**config.mk**
```make
export PLATFORM = sky130hd
export DESIGN_NAME = instruktions_dekodier_puffer
export DESIGN_NICKNAME = d
export VERILOG_FILES = /design/src/rtl/instruktions_dekodier_puffer.sv
export SDC_FILE = /design/constraint.sdc
export NUM_CORES = 1
export LEC_CHECK = 0
export ABC_AREA = 1
export CORE_MARGIN = 2
export CORE_UTILIZATION = 50
export CTS_BUF_LIST = sky130_fd_sc_hd__clkbuf_8
export DETAILED_ROUTE_END_ITERATION = 8
export GPL_TIMING_DRIVEN = 0
export HOLD_SLACK_MARGIN = 0.03
export PLACE_DENSITY = 0.73
export SLEW_MARGIN = 25
export SYNTH_ARGS = -nofsm -noshare
export SYNTH_HDL_FRONTEND = slang
export SYNTH_SLANG_ARGS = --single-unit
```
**constraint.sdc**
```tcl
create_clock -name Clock -period 4.8 [get_ports Clock]
set_input_delay 0.96 -clock Clock [delete_from_list [all_inputs] [get_ports Clock]]
set_output_delay 0.96 -clock Clock [all_outputs]
set_load 0.03 [all_outputs]
```
**src/rtl/instruktions_dekodier_puffer.sv**
```systemverilog
// rtl/instruktions_dekodier_puffer.sv - buffered instruction decoder with valid/ready handshake and flush
//
// Purpose: queues fetched instruction words with their addresses in a FIFO of
// TIEFE entries and decodes the head entry into a registered output bundle.
//
// Ports:
//   Clock, Reset              clock (rising edge), asynchronous active-low reset
//   Instruktion, InstruktionAdresse, EingangGueltig / EingangBereit
//                             fetch side: word, address, valid / ready
//   Flush                     synchronous discard of everything buffered or presented
//   AusgangGueltig / AusgangAnnehmen
//                             consumer side: bundle valid / bundle taken
//   Fuellstand                FIFO entries, excluding the output register
//   AusgangAdresse .. BedingterSprungBefehl
//                             registered decoded fields of the presented instruction
module instruktions_dekodier_puffer #(
    parameter int TIEFE            = 4,
    parameter int ADRESS_BREITE    = 32,
    parameter int GLEITKOMMA_AKTIV = 1
) (
    input  logic                       Clock,
    input  logic                       Reset,
    input  logic [31:0]                Instruktion,
    input  logic [ADRESS_BREITE-1:0]   InstruktionAdresse,
    input  logic                       EingangGueltig,
    output logic                       EingangBereit,
    input  logic                       Flush,
    output logic                       AusgangGueltig,
    input  logic                       AusgangAnnehmen,
    output logic [$clog2(TIEFE+1)-1:0] Fuellstand,
    output logic [ADRESS_BREITE-1:0]   AusgangAdresse,
    output logic [5:0]                 QuellRegister1,
    output logic [5:0]                 QuellRegister2,
    output logic [5:0]                 ZielRegister,
    output logic [25:0]                IDaten,
    output logic                       KleinerImmediateAktiv,
    output logic                       GrosserImmediateAktiv,
    output logic [5:0]                 FunktionsCode,
    output logic                       JALBefehl,
    output logic                       RelativerSprung,
    output logic                       AbsoluterSprung,
    output logic                       LoadBefehl,
    output logic                       StoreBefehl,
    output logic                       UnbedingterSprungBefehl,
    output logic                       BedingterSprungBefehl
);

    localparam int             FW      = $clog2(TIEFE + 1);
    localparam int             PW      = $clog2(TIEFE);
    localparam logic [FW-1:0]  VOLL    = FW'(TIEFE);
    localparam logic [PW-1:0]  LETZTER = PW'(TIEFE - 1);
    localparam logic           GK      = (GLEITKOMMA_AKTIV != 0);

    localparam logic [5:0] OP_LOAD  = 6'b101010;
    localparam logic [5:0] OP_LOADS = 6'b101011;
    localparam logic [5:0] OP_STORE = 6'b101100;
    localparam logic [5:0] OP_J     = 6'b101101;
    localparam logic [5:0] OP_BR    = 6'b101110;
    localparam logic [5:0] OP_JAL   = 6'b101111;
    localparam logic [5:0] OP_JREL  = 6'b010000;

    // FIFO storage and control
    logic [31:0]              speicher_instr [TIEFE];
    logic [ADRESS_BREITE-1:0] speicher_adr   [TIEFE];
    logic [PW-1:0]            wr_ptr;
    logic [PW-1:0]            rd_ptr;
    logic                     aktiv;
    logic                     push;
    logic                     pop;

    // decode of the FIFO head
    logic [31:0] kopf;
    logic [5:0]  op;
    logic        r_format;
    logic        imm_format;
    logic        jmp_format;
    logic        fp;
    logic [5:0]  d_qr1;
    logic [5:0]  d_qr2;
    logic [5:0]  d_zr;
    logic [25:0] d_imm;
    logic [5:0]  d_fc;
    logic        d_jal;
    logic        d_rel;
    logic        d_abs;
    logic        d_ld;
    logic        d_st;
    logic        d_unb;
    logic        d_bed;

    function automatic logic [PW-1:0] weiter(input logic [PW-1:0] p);
        return (p == LETZTER) ? '0 : p + 1'b1;
    endfunction

    // aktiv stays low during reset and rises on the first edge after release,
    // so the fetch side only sees ready once the buffer is running.
    assign EingangBereit = aktiv & (Fuellstand != VOLL);

    always_comb begin
        push = EingangGueltig & EingangBereit & ~Flush;
        // The output register refills whenever it is empty or being taken.
        pop  = (~AusgangGueltig | AusgangAnnehmen) & (Fuellstand != '0) & ~Flush;
    end

    always_ff @(posedge Clock or negedge Reset) begin
        if (!Reset) begin
            aktiv          <= 1'b0;
            wr_ptr         <= '0;
            rd_ptr         <= '0;
            Fuellstand     <= '0;
            AusgangGueltig <= 1'b0;
        end else begin
            aktiv <= 1'b1;
            if (Flush) begin
                wr_ptr         <= '0;
                rd_ptr         <= '0;
                Fuellstand     <= '0;
                AusgangGueltig <= 1'b0;
            end else begin
                if (push) wr_ptr <= weiter(wr_ptr);
                if (pop)  rd_ptr <= weiter(rd_ptr);
                case ({push, pop})
                    2'b10:   Fuellstand <= Fuellstand + 1'b1;
                    2'b01:   Fuellstand <= Fuellstand - 1'b1;
                    default: Fuellstand <= Fuellstand;
                endcase
                if (pop)
                    AusgangGueltig <= 1'b1;
                else if (AusgangAnnehmen)
                    AusgangGueltig <= 1'b0;
            end
        end
    end

    // Storage carries no reset; occupancy is tracked by the pointers alone.
    always_ff @(posedge Clock) begin
        if (push) begin
            speicher_instr[wr_ptr] <= Instruktion;
            speicher_adr[wr_ptr]   <= InstruktionAdresse;
        end
    end

    always_comb begin
        kopf       = speicher_instr[rd_ptr];
        op         = kopf[31:26];
        r_format   = (kopf[31:30] == 2'b00);
        imm_format = kopf[31];
        jmp_format = (kopf[31:30] == 2'b01);
        fp         = GK & r_format & (kopf[5:4] == 2'b10);

        d_qr1 = 6'd0;
        d_qr2 = 6'd0;
        d_zr  = 6'd0;
        d_imm = 26'd0;
        d_fc  = 6'd0;

        if (r_format)
            d_qr1 = {fp, kopf[20:16]};
        else if (imm_format)
            d_qr1 = {1'b0, kopf[20:16]};

        if (r_format)
            d_qr2 = {fp, kopf[15:11]};
        else if (op == OP_STORE)
            d_qr2 = {1'b0, kopf[25:21]};

        // LoadS targets the float bank when the bank bit is generated.
        if (r_format)
            d_zr = {fp, kopf[25:21]};
        else if (op == OP_LOADS)
            d_zr = {GK, kopf[25:21]};
        else if (imm_format)
            d_zr = {1'b0, kopf[25:21]};

        if (jmp_format)
            d_imm = kopf[25:0];
        else if (imm_format)
            d_imm = {{10{kopf[15]}}, kopf[15:0]};

        // Memory and control-flow opcodes carry no ALU function.
        if (r_format)
            d_fc = kopf[5:0];
        else if (jmp_format || (op >= OP_LOAD && op <= OP_JAL))
            d_fc = 6'd0;
        else
            d_fc = {1'b0, kopf[30:26]};

        d_jal = (op == OP_JAL);
        d_rel = (op == OP_JAL) | (op == OP_JREL) | (op == OP_BR);
        d_abs = (op == OP_J);
        d_ld  = (op == OP_LOAD) | (op == OP_LOADS);
        d_st  = (op == OP_STORE);
        d_unb = (op == OP_J) | (op == OP_JAL) | (op == OP_JREL);
        d_bed = (op == OP_BR);
    end

    // Decoded bundle; only reloaded on a pop, so it holds while stalled and
    // keeps stale contents after a flush.
    always_ff @(posedge Clock or negedge Reset) begin
        if (!Reset) begin
            AusgangAdresse          <= '0;
            QuellRegister1          <= 6'd0;
            QuellRegister2          <= 6'd0;
            ZielRegister            <= 6'd0;
            IDaten                  <= 26'd0;
            KleinerImmediateAktiv   <= 1'b0;
            GrosserImmediateAktiv   <= 1'b0;
            FunktionsCode           <= 6'd0;
            JALBefehl               <= 1'b0;
            RelativerSprung         <= 1'b0;
            AbsoluterSprung         <= 1'b0;
            LoadBefehl              <= 1'b0;
            StoreBefehl             <= 1'b0;
            UnbedingterSprungBefehl <= 1'b0;
            BedingterSprungBefehl   <= 1'b0;
        end else if (pop) begin
            AusgangAdresse          <= speicher_adr[rd_ptr];
            QuellRegister1          <= d_qr1;
            QuellRegister2          <= d_qr2;
            ZielRegister            <= d_zr;
            IDaten                  <= d_imm;
            KleinerImmediateAktiv   <= imm_format;
            GrosserImmediateAktiv   <= jmp_format;
            FunktionsCode           <= d_fc;
            JALBefehl               <= d_jal;
            RelativerSprung         <= d_rel;
            AbsoluterSprung         <= d_abs;
            LoadBefehl              <= d_ld;
            StoreBefehl             <= d_st;
            UnbedingterSprungBefehl <= d_unb;
            BedingterSprungBefehl   <= d_bed;
        end
    end

endmodule

```
==> impl_metrics.csv <==
group,metric,value,unit
grt,grt_pass1_vias,9519,
die,die-width,170.3,µm
drt,first_iter_violations,868,
min_path,hold_class,"primary input to asynchronous set/reset pin",
die,fp-row-count,60,
pwr,p_sw,0.003899,W
setup_path,crit_buf_inv,2,
timing,fin_crit_sh,60.93,%
finish,final_nets,1427,
timing,hold_violations,0,
drt,drt_first_pass_iters,5,
cts,cts.sinks,355,
drt,ant_nets,0,
yosys,ys_warn_count,0,
timing,fin_worst_skew,25.96,ps
yosys,syn-cell-area,13820,µm²
die,start_util,51.13,%
grt,antenna_found_initial,4,
drt,wirelength,33700,µm
setup_path,worstPathMaxFanout,4,
drt,viasPerCell,5.400,
yosys,syn_inst,1120,
grt,grt.overflow.total,0,
pwr,p_leak,6.809,nW
cts,cts-root-buf,"clkbuf_8",
setup_path,worstPathRequired,3840,ps
die,core_area,27030,µm²
yosys,synth.top_cells.by_area,"edfxtp_1, dfrtp_1, nand2_1",
cts,postCtsSetupRepairBufs,0,
timing,fmax,341.9,MHz
setup_path,worst-path-stages,4,
yosys,async_reset_ff_share,27.89,%
timing,rsz0062_at_grt,"false",
setup_path,crit_chain,"inv_1 > nand3_1 > and2_1 > clkdlybuf4s50_1",
timing,worst_slew_pin_slew,742.0,ps
pwr,p_sw_share,37.37,%
outcome,status,"complete, no violations",
setup_path,r2r_slack,2380,ps
cts,cts_hold_buffers,0,
pwr,combPwrFrac,37.9,%
die,pin_count,165,
yosys,synth_top_area_share,55.63,%
grt,grtUsageTotal,23.85,%
setup_path,endpoint,"EingangBereit",
die,fp.dieH,170.3,µm
cts,clk_latency,580,ps
placed_design,place_area,16250,µm²
setup_path,critical_path_arrival,1960,ps
cts,cts.path.max_buffers,3,
drt,wl_per_cell,19.34,µm
setup_path,reg2reg_depth,8,
cts,cts_tree,"built",
timing,slew_headroom,50.42,%
grt,grt_pass1_wl,52360,µm
placed_design,gp_congestion,0.8075,
pwr,clockPowerShare,24.3,%
placed_design,dpl_worst_slack,1545,ps
placed_design,port_buffers,164,
flow_run,maxCapViolations,0,
cts,clk_pin_slew,60,ps
timing,setup_violations,0,
drt,remaining_drc_errors,0,
finish,design_area,17400,µm²
finish,final_util,64.38,%
yosys,synth_top_cell_by_area,"edfxtp_1",
timing,maxSlewViolCount,0,
setup_path,setup.worst_path.start_class,"register",
setup_path,cp_top_family,"buffers and inverters",
timing,setup_tns,0,ps
setup_path,r2r_start,"Fuellstand[0]",
die,die-area,28990,µm²
yosys,synth_ff_type,"edfxtp_1",
yosys,synthTopCellsByCount,"nand2_1, edfxtp_1, nor2_1",
drt,vias,9407,
yosys,ys_ff_latch,355,
finish,drive_above_1_share,11.37,%
pwr,p_per_area,599.6,nW/µm²
yosys,syn-num-nets,1194,
setup_path,crit_start,"Fuellstand[0]",
yosys,yosysUniqueCellTypes,42,
finish,area_growth,25.89,%
setup_path,reg2reg_to,"speicher_adr[3][24]",
placed_design,hpwl,22720,µm
grt,grt_max_degree,64,
timing,holdWs,275.2,ps
timing,fin_ws,1876,ps
yosys,synth-edff-count,256,
cts,htreeDepth,2,
yosys,avgSynthCellArea,12.34,µm²
setup_path,crit_type,"register to output pin",
setup_path,cp_slowest_cell,"clkdlybuf4s50_1",
pwr,ir_worst_vdd,0.3016,mV
timing,min_period,2924,ps
yosys,ys_seq_area_share,73.55,%
pwr,pwr-share-seq,37.8,%
pwr,power.internal,0.006533,W
setup_path,max_stage_delay,660,ps
cts,cts-buffers-inserted,54,
cts,cts_resized,0,
yosys,synth.most_common_cell,"nand2_1",
setup_path,setup.worst_path.end_class,"output pin",
-- metal layers --
layer / routed length [µm] / vias up / GRT usage, %
met5: 40 / - / 0
met4: 814 / 6 / 7.990
met3: 2751 / 74 / 5.349
met2: 16310 / 386 / 39.61
met1: 13780 / 4540 / 31.31
li1: - / 4401 / -
-- stage by stage --
stage,total power [W],instances
floorplan,0.006381,1120
global placement,0.007848,1625
detailed placement,0.007946,1638
CTS,0.01048,1740
global route,0.01099,1741
finish,0.01043,1742
-- area by class of cell --
class,count,area [µm²]
flip-flops and latches,355,10160
fillers,2047,9628
multi-input cells,672,3188
repair buffers,177,1978
clock buffers,67,922.1
well taps,341,426.7
plain buffers,63,381.6
clock inverters,35,216.5
inverters,30,115.1
diodes,2,5.005
-- kinds of logic after synthesis --
logic type | share of synthesized area (%)
adder cells (fa/ha/maj) | 0.5070
AND/OR/NAND/NOR | 13.01
AO/OA/AOI/OAI | 9.117
XOR/XNOR | 0.1902
buffers and inverters | 3.594
other | 0.02714
flip-flops | 73.55
-- how the worst min path moves through the flow --
stage                            endpoint  slack, ps  cells past startpoint                  start
floorplan               AusgangAdresse[0]        570                      4     speicher_adr[0][0]
global placement    KleinerImmediateAktiv        470                      2  KleinerImmediateAktiv
detailed placement      AusgangAdresse[4]        470                      2      AusgangAdresse[4]
CTS                            IDaten[13]        280                      1                  Reset
global route                   IDaten[13]        280                      1                  Reset
finish                         IDaten[13]        280                      1                  Reset
-- registers in the layout, summed over array words and instances (netlist names), 3 cells and up --
name            cells
speicher_adr      128
ZielRegister        6
QuellRegister1      6
AusgangAdresse     32
speicher_instr    128
FunktionsCode       6
Fuellstand          3
IDaten             26
QuellRegister2      5
-- power groups by stage --
stage,logic [W],clock network (W),registers (W)
2_1_floorplan,0.00175,0,0.00463
3_3_place_gp,0.00385,0,0.00400
3_5_place_dp,0.00395,0,0.00399
4_1_cts,0.00397,0.00257,0.00394
5_1_grt,0.00429,0.00272,0.00398
6_report,0.00396,0.00254,0.00394
-- placed cells by master (no fill, tap or decap), types with 8 or more instances in the layout --
| master | count |
|---|---|
| a21oi_1 | 12 |
| a22o_1 | 8 |
| buf_16 | 10 |
| buf_2 | 28 |
| buf_6 | 12 |
| clkbuf_1 | 17 |
| clkbuf_8 | 67 |
| clkdlybuf4s50_1 | 163 |
| dfrtp_1 | 99 |
| edfxtp_1 | 256 |
| inv_1 | 52 |
| nand2_1 | 266 |
| nand3_1 | 36 |
| nor2_1 | 121 |
| o211ai_1 | 12 |
| o21ai_0 | 108 |
| o21ai_1 | 22 |
| o22ai_1 | 39 |
(Power assumes the default switching activity.)
==> variant 1: new RTL, same flow settings <==
Change the parameter `ADRESS_BREITE` from 32 to 64.
--- a/src/rtl/instruktions_dekodier_puffer.sv
+++ b/src/rtl/instruktions_dekodier_puffer.sv
@@ -15,7 +15,7 @@
 //                             registered decoded fields of the presented instruction
 module instruktions_dekodier_puffer #(
     parameter int TIEFE            = 4,
-    parameter int ADRESS_BREITE    = 32,
+    parameter int ADRESS_BREITE    = 64,
     parameter int GLEITKOMMA_AKTIV = 1
 ) (
     input  logic                       Clock,
Interface: changed (resized AusgangAdresse and InstruktionAdresse); port bits go from 165 to 229. No check against the original RTL was run, so the function may have changed too.
==> variant 1 against the unedited design <==
  * Wire length increased by 46%
  * Count of clock-buffer cells in the layout increased by 33
  * Total power increased by 43%
  * Final cell count increased by 42%
  * Setup slack got worse by 0.071 ns
  * Sequential cell count increased by 160
  * Design area increased by 43%
  * Synthesized area increased by 43%
  * Largest cell class unchanged
  * Register-to-register slack got worse by 0.31 ns
  * Sequential share of layout area increased by 0.97 points
  * Combinational power increased by 40%
  * Die area increased by 42%
==> variant 1: results (changes against the unedited design) <==
\begin{tabular}{lr}
\hline
Metric & Value \\
\hline
\multicolumn{2}{l}{\textbf{Synth}} \\
\quad Share of the synthesized area in compound gates (AO/OA/AOI/OAI) & 9.31\% (+0.19 points) \\
\quad Most used standard cells in the synthesized netlist & sky130\_fd\_sc\_hd\_\_edfxtp\_1 (384), sky130\_fd\_sc\_hd\_\_nand2\_1 (340), sky130\_fd\_sc\_hd\_\_nor2\_1 (185), sky130\_fd\_sc\_hd\_\_o21ai\_0 (169), sky130\_fd\_sc\_hd\_\_dfrtp\_1 (131) \\
\quad Post-synthesis adder-cell area fraction & 0.418\% (-0.089 points) \\
\quad Post-synthesis share of cell area spent on xor and xnor gates & 0.0887\% (-0.10 points) \\
\quad Sequential element share of the synthesized area & 75.0\% (+1.4 points) \\
\quad Leading post-synthesis cells by cell area & sky130\_fd\_sc\_hd\_\_edfxtp\_1 (58\%), sky130\_fd\_sc\_hd\_\_dfrtp\_1 (17\%), sky130\_fd\_sc\_hd\_\_nand2\_1 (6.5\%) \\
\multicolumn{2}{l}{\textbf{Finish}} \\
\quad Layout Cells excl Fill & 2480 (+42\%) \\
\quad Top Registers & speicher\_adr (256), speicher\_instr (128), AusgangAdresse (64) \\
\quad Filler Cell Count & 2872 (+40\%) \\
\multicolumn{2}{l}{\textbf{Critical path}} \\
\quad Data arrival time of the critical path & 2.04 ns (+0.08 ns) \\
\multicolumn{2}{l}{\textbf{GRT}} \\
\quad Largest net degree at the start of global routing & 82 (+28\%) \\
\quad Global-route wire length before repair & 75.4 mm (+44\%) \\
\quad Antenna violations before repair & 11 (+7) \\
\multicolumn{2}{l}{\textbf{Power and ir drop}} \\
\quad Leakage component of the power & 9.57 nW (+41\%) \\
\quad Largest vdd supply drop & 0.000329 V (+9.1\%) \\
\quad Internal power contribution & 9.36 mW (+43\%) \\
\multicolumn{2}{l}{\textbf{Placement}} \\
\quad Final HPWL DP & 32.4 mm (+43\%) \\
\quad Number of instances in the placed design & 2324 (+42\%) \\
\quad Cell area after placement & 0.0233 mm² (+43\%) \\
\multicolumn{2}{l}{\textbf{Drt}} \\
\quad Routed length per placed instance & 19.8 µm (+2.3\%) \\
\quad First-pass iteration count of the detailed router & 6 (+1) \\
\quad First-iteration detailed-routing DRC count & 1010 (+16\%) \\
\multicolumn{2}{l}{\textbf{Clock tree}} \\
\quad H-tree lvl count & 3 (+1) \\
\quad Worst-Skew Late Latency & 0.65 ns (+0.07 ns) \\
\quad Clock buffer count from CTS & 80 (+48\%) \\
\multicolumn{2}{l}{\textbf{Status}} \\
\quad Status & complete, no violations \\
\hline
\end{tabular}
==> variant 1: cell count changes after synthesis, moves of 32 or more <==
cell / before / now
sky130_fd_sc_hd__o21ai_0: 108 / 169
sky130_fd_sc_hd__edfxtp_1: 256 / 384
sky130_fd_sc_hd__nand2_1: 266 / 340
sky130_fd_sc_hd__dfrtp_1: 99 / 131
sky130_fd_sc_hd__nor2_1: 125 / 185
sky130_fd_sc_hd__o22ai_1: 39 / 73
==> variant 1: power groups by stage <==
stage	sequential [mW]	combinational [mW]	clock, mW
floorplan	6.69	2.42	0
finish	5.71	5.56	3.69
CTS	5.71	5.57	3.76
global route	5.76	6.01	3.96
detailed placement	5.79	5.54	0
global placement	5.80	5.40	0
==> variant 1: area by class of cell <==
type | count | share of cell area [%]
diodes | 6 | 0.0602
plain buffers | 91 | 1.97
clock buffers | 100 | 5.52
clock inverters | 50 | 1.11
inverters | 31 | 0.487
multi-input cells | 919 | 17.5
flip-flops and latches | 515 | 59.4
well taps | 518 | 2.60
repair buffers | 250 | 11.4
==> variant 1: per-stage QoR <==
stage / total power [mW] / hold slack (ns) / worst slack (ns)
2_1_floorplan: 9.11 / 0.558 / -1.06
3_3_place_gp: 11.2 / 0.466 / -4.89
3_5_place_dp: 11.3 / 0.465 / 1.27
4_1_cts: 15.0 / 0.200 / 1.74
5_1_grt: 15.7 / 0.239 / 1.70
6_report: 14.9 / 0.222 / 1.80
==> variant 1: worst paths after layout <==
path	cells after the start	endpoint	start	slack, ns
worst max-delay path	4	EingangBereit	Fuellstand[0]	1.80
worst min-delay path	1	AusgangAdresse[57]	Reset	0.22
worst max register to register	11	speicher_adr[0][40]	Fuellstand[0]	2.07
worst min register to register	2	AusgangAdresse[50]	AusgangAdresse[50]	0.48
max in group asynchronous	2	AusgangAdresse[39]	Reset	3.80
min in group Clock	2	AusgangAdresse[50]	AusgangAdresse[50]	0.48
==> variant 1: cell families after synthesis <==
family,Yosys count
compound gates,321
xor+xnor,2
fa+ha+maj,6
buf+inv,122
flops,515
other cells,1
simple gates,589
==> variant 1: critical path, delay by kind of cell (launching register included) <==
| family | cells | cell delay [ns] |
|---|---|---|
| flops | 1 | 0.41 |
| buf+inv | 2 | 0.76 |
| simple gates | 2 | 0.22 |
==> variant 1: metal layers <==
| layer | vias up | global-route usage (%) | part of all wire, % | routed length, µm |
|---|---|---|---|---|
| met5 | - | 0 | 0.10 | 50 |
| met4 | 8 | 8.97 | 2.5 | 1220 |
| met3 | 90 | 5.73 | 7.8 | 3830 |
| met2 | 532 | 39.0 | 48 | 23400 |
| met1 | 6583 | 32.1 | 42 | 20600 |
| li1 | 6184 | - | - | - |
==> variant 2: new RTL, same flow settings <==
Without the edit above. Register the output `UnbedingterSprungBefehl` once more, with the module's reset; this adds one clock of latency there. The other outputs are not delayed to match.
--- a/src/rtl/instruktions_dekodier_puffer.sv
+++ b/src/rtl/instruktions_dekodier_puffer.sv
@@ -59,6 +59,8 @@
     localparam logic [5:0] OP_JAL   = 6'b101111;
     localparam logic [5:0] OP_JREL  = 6'b010000;
 
+    logic UnbedingterSprungBefehl_s0;
+
     // FIFO storage and control
     logic [31:0]              speicher_instr [TIEFE];
     logic [ADRESS_BREITE-1:0] speicher_adr   [TIEFE];
@@ -211,7 +213,7 @@
             AbsoluterSprung         <= 1'b0;
             LoadBefehl              <= 1'b0;
             StoreBefehl             <= 1'b0;
-            UnbedingterSprungBefehl <= 1'b0;
+            UnbedingterSprungBefehl_s0 <= 1'b0;
             BedingterSprungBefehl   <= 1'b0;
         end else if (pop) begin
             AusgangAdresse          <= speicher_adr[rd_ptr];
@@ -227,10 +229,18 @@
             AbsoluterSprung         <= d_abs;
             LoadBefehl              <= d_ld;
             StoreBefehl             <= d_st;
-            UnbedingterSprungBefehl <= d_unb;
+            UnbedingterSprungBefehl_s0 <= d_unb;
             BedingterSprungBefehl   <= d_bed;
         end
     end
 
+    always_ff @(posedge Clock or negedge Reset) begin
+        if (!Reset) begin
+            UnbedingterSprungBefehl <= '0;
+        end else begin
+            UnbedingterSprungBefehl <= UnbedingterSprungBefehl_s0;
+        end
+    end
+
 endmodule
 
Check against the original RTL: not equivalent (a bounded check fails within 4 cycles, from zero or initial values and one cycle with Reset low).
==> variant 2 against the unedited design <==
  * Setup slack worse by 0.0078 ns
  * Sequential cell count is 1 higher
  * Wire length fell by 0.97%
  * Count of clock-buffer cells in the layout down 6
  * Register-to-register slack better by 0.02 ns
  * Non-clock buffer count did not move
  * Via count increased by 0.23%
  * Total power rose by 0.59%
  * Design area increased by 0.42%
  * Synthesized area is 0.18% higher
  * Sequential share of layout area down 0.10 points
  * Largest cell class unchanged
  * Largest power group is now registers
  * Highest routed layer unchanged
==> variant 2: results (changes against the unedited design) <==
\begin{tabular}{lr}
\hline
Metric & Value \\
\hline
\multicolumn{2}{l}{\textbf{Status}} \\
\quad Status & complete, no violations \\
\multicolumn{2}{l}{\textbf{GRT}} \\
\quad Number of global-route vias before repair & 9463 (-0.59\%) \\
\quad GRT Overall Usage & 23.4\% (-0.44 points) \\
\quad Global-route wire length before repair & 51.6 mm (-1.4\%) \\
\quad Largest net degree at the start of global routing & 66 (+3.1\%) \\
\multicolumn{2}{l}{\textbf{Critical path}} \\
\quad Worst-case register-to-register setup slack & 2.40 ns (+0.02 ns) \\
\quad Critical register-to-register path endpoint & speicher\_adr[0][7] \\
\quad Critical path fanouts, max & 3 (-1) \\
\quad Crit path launch & Fuellstand[1] \\
\quad Worst flop-to-flop path startpoint & Fuellstand[1] \\
\multicolumn{2}{l}{\textbf{Synth}} \\
\quad Cells after Synth & 1121 (+0.089\%) \\
\quad Syn nets & 1195 (+0.084\%) \\
\quad Proportion of register bits with asynchronous set or reset after synthesis & 28.1\% (+0.20 points) \\
\quad Leading post-synthesis cells by cell area & sky130\_fd\_sc\_hd\_\_edfxtp\_1 (56\%), sky130\_fd\_sc\_hd\_\_dfrtp\_1 (18\%), sky130\_fd\_sc\_hd\_\_nand2\_1 (7.2\%) \\
\quad Most used standard cells in the synthesized netlist & sky130\_fd\_sc\_hd\_\_nand2\_1 (266), sky130\_fd\_sc\_hd\_\_edfxtp\_1 (256), sky130\_fd\_sc\_hd\_\_nor2\_1 (125), sky130\_fd\_sc\_hd\_\_o21ai\_0 (108), sky130\_fd\_sc\_hd\_\_dfrtp\_1 (100) \\
\quad Sequential element share of the synthesized area & 73.6\% (about the same) \\
\multicolumn{2}{l}{\textbf{Drt}} \\
\quad Routed length per placed instance & 18.8 µm (-2.7\%) \\
\quad First-iteration detailed-routing DRC count & 734 (-15\%) \\
\quad Per-cell via count in the routed design & 5.32 (-1.5\%) \\
\multicolumn{2}{l}{\textbf{Timing}} \\
\quad Slew at the pin with the worst max-slew slack & 0.682 ns (-0.0602 ns) \\
\multicolumn{2}{l}{\textbf{Placement}} \\
\quad Cell area after placement & 0.0163 mm² (+0.35\%) \\
\quad Number of instances in the placed design & 1670 (+2.0\%) \\
\quad Final HPWL DP & 22.5 mm (-1.0\%) \\
\multicolumn{2}{l}{\textbf{Power and ir drop}} \\
\quad Leakage component of the power & 6.76 nW (-0.70\%) \\
\quad Switching Power & 3.92 mW (+0.62\%) \\
\quad Largest vdd supply drop & 0.000361 V (+20\%) \\
\multicolumn{2}{l}{\textbf{Clock tree}} \\
\quad Maximum buffer depth of the clock tree & 3 (unchanged) \\
\multicolumn{2}{l}{\textbf{Finish}} \\
\quad Layout Cells excl Fill & 1773 (+1.8\%) \\
\quad Share of final-layout standard cells stronger than drive strength 1 & 12.1\% (+0.72 points) \\
\hline
\end{tabular}
variant 2: cell count changes in the layout (fill, tap and decap cells not counted), moves of 2 or more:
cell,before,now
sky130_fd_sc_hd__bufinv_16,3,5
sky130_fd_sc_hd__clkinvlp_4,0,5
sky130_fd_sc_hd__clkbuf_8,67,61
sky130_fd_sc_hd__clkinv_1,1,5
sky130_fd_sc_hd__clkinv_2,5,14
sky130_fd_sc_hd__inv_1,52,36
variant 2: worst max-delay path by stage:
stage                     cells after the start                  end  slack [ns]
after floorplan                               4   speicher_adr[0][0]        0.33
after global placement                        5  speicher_adr[3][24]       -2.31
after detailed placement                      7   speicher_adr[0][7]        1.55
after CTS                                     4        EingangBereit        1.85
after global routing                          4        EingangBereit        1.77
final                                         4        EingangBereit        1.87
variant 2: area by class of cell:
cell class | instances | area, µm² | area share [%]
Clock buffer | 61 | 840 | 4.81
Timing Repair Buffer | 177 | 1970 | 11.3
Antenna cell | 3 | 7.51 | 0.0430
Sequential cell | 356 | 10200 | 58.3
Multi-Input combinational cell | 672 | 3190 | 18.2
Inverter | 30 | 115 | 0.659
Clock inverter | 39 | 314 | 1.80
Tap cell | 372 | 465 | 2.66
Buffer | 63 | 382 | 2.18
variant 2: cell families (layout without fill, tap and decap cells):
group	count (synthesis)	after routing	share of synthesized area [%]
simple gates	445	445	13.0
flops	356	356	73.6
xor+xnor	3	3	0.190
compound gates	218	218	9.10
buf+inv	93	370	3.59
other cells	1	4	0.0271
fa+ha+maj	5	5	0.506
variant 2: power groups by stage:
| stage | Sequential, mW | Clock [mW] | Combinational (mW) |
|---|---|---|---|
| 6_report | 3.95 | 2.60 | 3.95 |
| 5_1_grt | 3.99 | 2.78 | 4.29 |
| 2_1_floorplan | 4.64 | 0 | 1.75 |
| 3_5_place_dp | 4.00 | 0 | 3.95 |
| 4_1_cts | 3.95 | 2.63 | 3.96 |
| 3_3_place_gp | 4.01 | 0 | 3.84 |
variant 2: per-layer routing:
metal  up-vias  wire, µm  global-route usage, %
met4         2       596                   6.69
met3        51      2560                   5.26
met1      4609     13800                   31.0
met5         -        13                      0
met2       362     16400                   39.1
li1       4405         -                      -
variant 2: critical path, cell delays in order (launching register included):
cell	delay, ns
sky130_fd_sc_hd__dfrtp_1	0.41
sky130_fd_sc_hd__inv_1	0.09
sky130_fd_sc_hd__nand3_1	0.10
sky130_fd_sc_hd__and2_1	0.12
sky130_fd_sc_hd__clkdlybuf4s50_1	0.66
variant 2: per-stage QoR:
step	util, %	hold WS, ns	setup WS (ns)
after floorplan	-	0.354	0.326
after global placement	58.9	0.375	-2.31
after detailed placement	60.2	0.367	1.55
after CTS	64.4	0.279	1.85
after global routing	64.4	0.274	1.77
final	64.5	0.269	1.87
